### config.mk
export PLATFORM = sky130hd
export DESIGN_NAME = screen_fetcher
export DESIGN_NICKNAME = d
export VERILOG_FILES = /design/src/rtl/screen_fetcher_pkg.sv /design/src/rtl/screen_fetcher_shift_reg.sv /design/src/rtl/screen_fetcher.sv
export SDC_FILE = /design/constraint.sdc
export NUM_CORES = 1
export LEC_CHECK = 0
export ABC_AREA = 1
export ABC_CLOCK_PERIOD_IN_PS = 2200
export CAP_MARGIN = 15
export CORE_MARGIN = 3
export CORE_UTILIZATION = 40
export CTS_CLUSTER_SIZE = 40
export DETAILED_ROUTE_END_ITERATION = 10
export PLACE_DENSITY = 0.79
export SKIP_CTS_REPAIR_TIMING = 1
export SLEW_MARGIN = 20
export SYNTH_ARGS = -nofsm -noshare
export SYNTH_HDL_FRONTEND = slang
export SYNTH_SLANG_ARGS = --single-unit
### constraint.sdc
create_clock -name clk28 -period 2.2 [get_ports clk28]
set_input_delay 0.66 -clock clk28 [delete_from_list [all_inputs] [get_ports clk28]]
set_output_delay 0.66 -clock clk28 [all_outputs]
set_load 0.02 [all_outputs]
### src/rtl/screen_fetcher_pkg.sv
// Shared constants and address helpers for the display fetch path.
package screen_fetcher_pkg;

    localparam logic [4:0]  SLOT_BITMAP   = 5'd16;
    localparam logic [4:0]  SLOT_ATTR     = 5'd20;
    localparam logic [4:0]  SLOT_UP_INK   = 5'd24;
    localparam logic [4:0]  SLOT_UP_PAPER = 5'd28;

    localparam logic [8:0]  PAPER_W = 9'd256;
    localparam logic [8:0]  PAPER_H = 9'd192;

    localparam logic [12:0] ATTR_BASE = 13'h1800;

    // Bitmap rows are interleaved: third, pixel row, character row, column.
    function automatic logic [14:0] bitmap_addr(input logic [7:0] y, input logic [4:0] col);
        return {2'b10, y[7:6], y[2:0], y[5:3], col};
    endfunction

    function automatic logic [14:0] attr_addr(input logic [7:0] y, input logic [4:0] col);
        return {2'b10, ATTR_BASE | {3'b000, y[7:3], col}};
    endfunction

endpackage

### src/rtl/screen_fetcher_shift_reg.sv
// Bitmap byte buffer plus MSB-first pixel shifter advanced on ck7.
module screen_shift_reg
    import screen_fetcher_pkg::*;
(
    input  logic       clk28,
    input  logic       rst,
    input  logic       ck7,
    input  logic       cap,
    input  logic       load,
    input  logic [7:0] vd,
    output logic       msb
);

    logic [7:0] bmp_q;
    logic [7:0] shift_q;

    always_ff @(posedge clk28) begin
        if (rst) begin
            bmp_q   <= 8'h00;
            shift_q <= 8'h00;
        end else begin
            if (cap)
                bmp_q <= vd;
            if (ck7)
                shift_q <= load ? bmp_q : {shift_q[6:0], 1'b0};
        end
    end

    assign msb = shift_q[7];

endmodule

### src/rtl/screen_fetcher.sv
// Display-side VRAM fetch scheduler, attribute/pixel pipeline and flash timer.
// Optional ULAplus palette fetches are built when ULAPLUS_EN is defined.
module screen_fetcher
    import screen_fetcher_pkg::*;
#(
    parameter int FLASH_DIV = 16
) (
    input  logic        clk28,
    input  logic        rst,
    input  logic        ck7,
    input  logic [8:0]  hc,
    input  logic [8:0]  vc,
    input  logic [7:0]  vd,
    input  logic        up_en,
    output logic        screen_fetch,
    output logic        screen_fetch_up,
    output logic [14:0] screen_addr,
    output logic [5:0]  screen_up_addr,
    output logic        pixel,
    output logic [7:0]  attr,
    output logic [7:0]  up_ink,
    output logic [7:0]  up_paper,
    output logic        paper,
    output logic        flash_phase
);

    localparam int FW = $clog2(FLASH_DIV);

    logic [1:0]    ph_q;
    logic [1:0]    p;
    logic [4:0]    sub;
    logic          fetch_line, cap_cyc, load_pt;
    logic          in_bmp, in_attr, in_ink, in_pap;
    logic [14:0]   addr_q;
    logic [7:0]    attr_buf, attr_q;
    logic          col_q, loaded_q;
    logic [FW-1:0] frame_q;
    logic          flash_q;
    logic          flash_mask;
    logic          shift_msb;

    // Sub-pixel phase restarts on every ck7 and parks at 3.
    always_ff @(posedge clk28) begin
        if (rst)
            ph_q <= 2'd3;
        else if (ck7)
            ph_q <= 2'd1;
        else if (ph_q != 2'd3)
            ph_q <= ph_q + 2'd1;
    end

    assign p          = ck7 ? 2'd0 : ph_q;
    assign sub        = {hc[2:0], p};
    assign fetch_line = (vc < PAPER_H) && (hc < PAPER_W);
    assign cap_cyc    = (p == 2'd1);
    assign load_pt    = ck7 && (hc[2:0] == 3'd0);
    assign in_bmp     = fetch_line && (sub[4:1] == SLOT_BITMAP[4:1]);
    assign in_attr    = fetch_line && (sub[4:1] == SLOT_ATTR[4:1]);

    assign screen_fetch = !rst && (in_bmp || in_attr || in_ink || in_pap);

    always_comb begin
        screen_addr = addr_q;
        if (rst)
            screen_addr = 15'h0000;
        else if (in_bmp)
            screen_addr = bitmap_addr(vc[7:0], hc[7:3]);
        else if (in_attr)
            screen_addr = attr_addr(vc[7:0], hc[7:3]);
    end

    always_ff @(posedge clk28) begin
        if (rst) begin
            addr_q   <= 15'h0000;
            attr_buf <= 8'h00;
            attr_q   <= 8'h00;
            col_q    <= 1'b0;
            loaded_q <= 1'b0;
            frame_q  <= '0;
            flash_q  <= 1'b0;
        end else begin
            addr_q <= screen_addr;
            if (load_pt) begin
                loaded_q <= col_q;
                attr_q   <= col_q ? attr_buf : 8'h00;
                col_q    <= 1'b0;
            end
            if (in_bmp && cap_cyc)
                col_q <= 1'b1;
            if (in_attr && cap_cyc)
                attr_buf <= vd;
            if (ck7 && hc == 9'd0 && vc == 9'd0) begin
                frame_q <= frame_q + 1'b1;
                if (frame_q == FW'(FLASH_DIV - 1))
                    flash_q <= ~flash_q;
            end
        end
    end

    screen_shift_reg u_shift (
        .clk28 (clk28),
        .rst   (rst),
        .ck7   (ck7),
        .cap   (in_bmp && cap_cyc),
        .load  (load_pt && col_q),
        .vd    (vd),
        .msb   (shift_msb)
    );

`ifdef ULAPLUS_EN
    logic       up_act_q;
    logic [5:0] up_addr_q;
    logic [7:0] ink_buf, pap_buf, ink_q, pap_q;

    // Palette mode is latched per character so a mid-line toggle never splits a column.
    assign in_ink     = fetch_line && up_act_q && (sub[4:1] == SLOT_UP_INK[4:1]);
    assign in_pap     = fetch_line && up_act_q && (sub[4:1] == SLOT_UP_PAPER[4:1]);
    assign flash_mask = ~up_en;
    assign screen_fetch_up = !rst && (in_ink || in_pap);
    assign up_ink     = ink_q;
    assign up_paper   = pap_q;

    always_comb begin
        screen_up_addr = up_addr_q;
        if (rst)
            screen_up_addr = 6'h00;
        else if (in_ink)
            screen_up_addr = {attr_buf[7:6], 1'b0, attr_buf[2:0]};
        else if (in_pap)
            screen_up_addr = {attr_buf[7:6], 1'b1, attr_buf[5:3]};
    end

    always_ff @(posedge clk28) begin
        if (rst) begin
            up_act_q  <= 1'b0;
            up_addr_q <= 6'h00;
            ink_buf   <= 8'h00;
            pap_buf   <= 8'h00;
            ink_q     <= 8'h00;
            pap_q     <= 8'h00;
        end else begin
            up_addr_q <= screen_up_addr;
            if (load_pt) begin
                up_act_q <= up_en;
                ink_q    <= col_q ? ink_buf : 8'h00;
                pap_q    <= col_q ? pap_buf : 8'h00;
            end
            if (in_ink && cap_cyc)
                ink_buf <= vd;
            if (in_pap && cap_cyc)
                pap_buf <= vd;
        end
    end
`else
    logic unused_up_en;

    assign unused_up_en    = up_en;
    assign in_ink          = 1'b0;
    assign in_pap          = 1'b0;
    assign flash_mask      = 1'b1;
    assign screen_fetch_up = 1'b0;
    assign screen_up_addr  = 6'h00;
    assign up_ink          = 8'h00;
    assign up_paper        = 8'h00;
`endif

    assign paper       = loaded_q;
    assign attr        = attr_q;
    assign flash_phase = flash_q;
    assign pixel       = loaded_q && (shift_msb ^ (attr_q[7] & flash_q & flash_mask));

endmodule
==> flow_summary_export.csv <==
group,metric,value,unit
detailed_routing,drc_errors,0,
sta,setup_violations,14,
yosys,synthCells,363,
cts,cts_made_buffers,5,
sta,drv_slew,0,
min_path,hp-class,"reg -> reg",
finish,antenna_cells,0,
power_and_ir_drop,p_sw,482.2,uW
worst_setup_path,end_kind,"output pin",
finish,fin_nets,488,
sta,fmax,0.4215,GHz
worst_setup_path,worst-setup-path-type,"in -> out",
global_route,grt_pass1_vias,2412,
yosys,syn_avg_cell_area,7.152,um2
floorplan,die_w,86.57,um
cts,cts_num_sinks,56,
global_route,antenna_found_initial,0,
worst_setup_path,worstSetupStartpoint,"hc[8]",
sta,finalSetupTns,-0.8751,ns
detailed_routing,postRouteAntennaNets,0,
power_and_ir_drop,seq_power_share,55.1,%
sta,rsz0062_at_grt,"true",
finish,stdcell_count,532,
finish,multi_input_area,0.001306,mm2
floorplan,die_area,0.007494,mm2
worst_setup_path,crit-reg2reg-launch,"ph_q[1]",
yosys,ys_ff_latch,56,
finish,area_growth,39.28,%
sta,clock_skew,0.003922,ns
cts,cts_tree,"done",
floorplan,ioPinCount,80,
finish,drive_above_1_share,23.63,%
placement,dp_cells,523,
finish,final_area,0.003616,mm2
run,maxCapViolCount,0,
yosys,synth_seq_area_share,43.18,%
sta,post-route-period-util,107.8,%
power_and_ir_drop,intPower,1.378,mW
power_and_ir_drop,p_per_area,514.3,mW/mm2
floorplan,start_util,42.59,%
yosys,yosysWarnings,0,
sta,period_minus_slack,2.372,ns
finish,regArea,0.001121,mm2
yosys,synth_cell_types,25,
detailed_routing,first_pass_iters,4,
floorplan,row_count,28,
worst_setup_path,start_kind,"input port",
detailed_routing,viasPerCell,4.688,
floorplan,die_h,86.57,um
placement,portBuffers,55,
min_path,min-delay-start,"addr_q[13]",
detailed_routing,wl,6188,um
finish,final_cell_mix,"nand2_1, dfxtp_1, buf_4, nor2_1, clkdlybuf4s50_1",
worst_setup_path,required,1.54,ns
detailed_routing,drt-wirelength-per-cell,11.63,um
finish,n_fill_cell,578,
detailed_routing,vias,2494,
finish,final_common_cell,"nand2_1",
yosys,syn-cell-area,0.002596,mm2
power_and_ir_drop,comb_power_share,12.9,%
global_route,grt_max_degree,26,
detailed_routing,drtIter0Drc,84,
cts,htreeDepth,2,
cts,clockBufferDepth,2,
placement,pre_cts_ws,-1.012,ns
outcome,status,"complete, but fails checks",
sta,hold_violations,0,
cts,clk_pin_slew,0.10,ns
worst_setup_path,path_max_fanout,6,
placement,hpwlAfterDp,4801,um
power_and_ir_drop,finalPower,1.860,mW
cts,insertion_delay,0.31,ns
placement,place_area,0.003471,mm2
cts,root_buffer,"clkbuf_8",
worst_setup_path,arrival,1.71,ns
global_route,globalRouteTotalUtil,16.99,%
outcome,violations,"setup timing",
placement,gp_congestion,0.8310,
power_and_ir_drop,clkPwrFrac,32.0,%
sta,holdWs,0.4445,ns
power_and_ir_drop,vdd_drop_max,295.2,uV
global_route,grt_pass1_wl,10280,um
floorplan,floorplan.core_area,0.006096,mm2
finish,finish.utilization,59.32,%
power_and_ir_drop,swShare,25.93,%
sta,final.setup.worst_slack,-0.1723,ns
power_and_ir_drop,p_leak,1.714,nW
global_route,overflow,0,
[critical path: stages]
cell	delay, ns
buf_6	0.10
nor2_4	0.11
nand3_4	0.10
nor2_8	0.13
buf_6	0.13
nand3_2	0.06
o211ai_1	0.20
nor2_4	0.08
buf_6	0.14
[power groups by stage]
stage | clock (mW) | combinational (mW) | sequential, mW
finish | 0.595 | 0.240 | 1.03
global route | 0.652 | 0.260 | 1.03
CTS | 0.609 | 0.237 | 1.02
detailed placement | 0 | 0.236 | 1.05
global placement | 0 | 0.232 | 1.05
floorplan | 0 | 0.142 | 1.05
[logic make-up (layout without fill, tap and decap cells)]
logic type      after synthesis  in the layout  synth area share [%]
simple gates                183            183                 30.94
buf+inv                      70            142                 14.07
flops                        56             56                 43.18
compound gates               51             51                 10.70
fa+ha+maj                     2              2                0.9637
other cells                   1             23                0.1444
[sequential cells by signal (all words and copies together) (netlist names)]
| name | cells |
|---|---|
| u_shift.shift_q | 8 |
| paper | 1 |
| attr | 8 |
| addr_q | 15 |
| col_q | 1 |
| u_shift.bmp_q | 8 |
| frame_q | 4 |
| ph_q | 2 |
| flash_phase | 1 |
| attr_buf | 8 |
[worst paths after layout]
check / endpoint / slack, ns / cells after the start
max: screen_addr[9] / -0.17 / 9
min: addr_q[13] / 0.44 / 2
max reg2reg: attr_buf[1] / 0.82 / 7
min reg2reg: addr_q[13] / 0.44 / 2
[layer usage]
layer / vias to the layer above / wire (um) / track usage [%]
met2: 83 / 3002 / 30.39
met1: 1109 / 2711 / 19.98
met3: 8 / 393 / 4.563
li1: 1294 / - / -
met5: - / 0 / 0
met4: 0 / 79 / 4.533
[synth_stat cells]
cell | n | share of area, %
conb_1 | 1 | 0.14
o21ai_1 | 1 | 0.19
nor2_1 | 48 | 6.9
ha_1 | 2 | 0.96
nand3_4 | 1 | 0.67
inv_1 | 29 | 4.2
o211ai_1 | 9 | 2.6
buf_6 | 1 | 0.43
nor2_4 | 1 | 0.43
nor2_8 | 1 | 0.77
inv_2 | 4 | 0.58
nand2_4 | 1 | 0.43
nor3b_1 | 1 | 0.29
nand2_1 | 97 | 14
a21oi_1 | 29 | 5.6
nand4_1 | 9 | 2.2
buf_4 | 24 | 6.9
nand3_1 | 20 | 3.9
o21ai_0 | 12 | 2.3
nor3_4 | 1 | 0.63
clkbuf_1 | 4 | 0.58
buf_2 | 4 | 0.77
dfxtp_1 | 56 | 43
nand2_2 | 3 | 0.72
clkinv_1 | 4 | 0.58
[area by class of cell]
cell class	instances	area share [%]
multi-input combinational	259	36.12
timing repair buffer	97	23.63
clock inverter	1	0.2076
tap	75	2.595
inverter	37	4.048
sequential	56	31.00
clock buffer	7	2.388
Note: power is estimated with default switching activity, not from simulation.
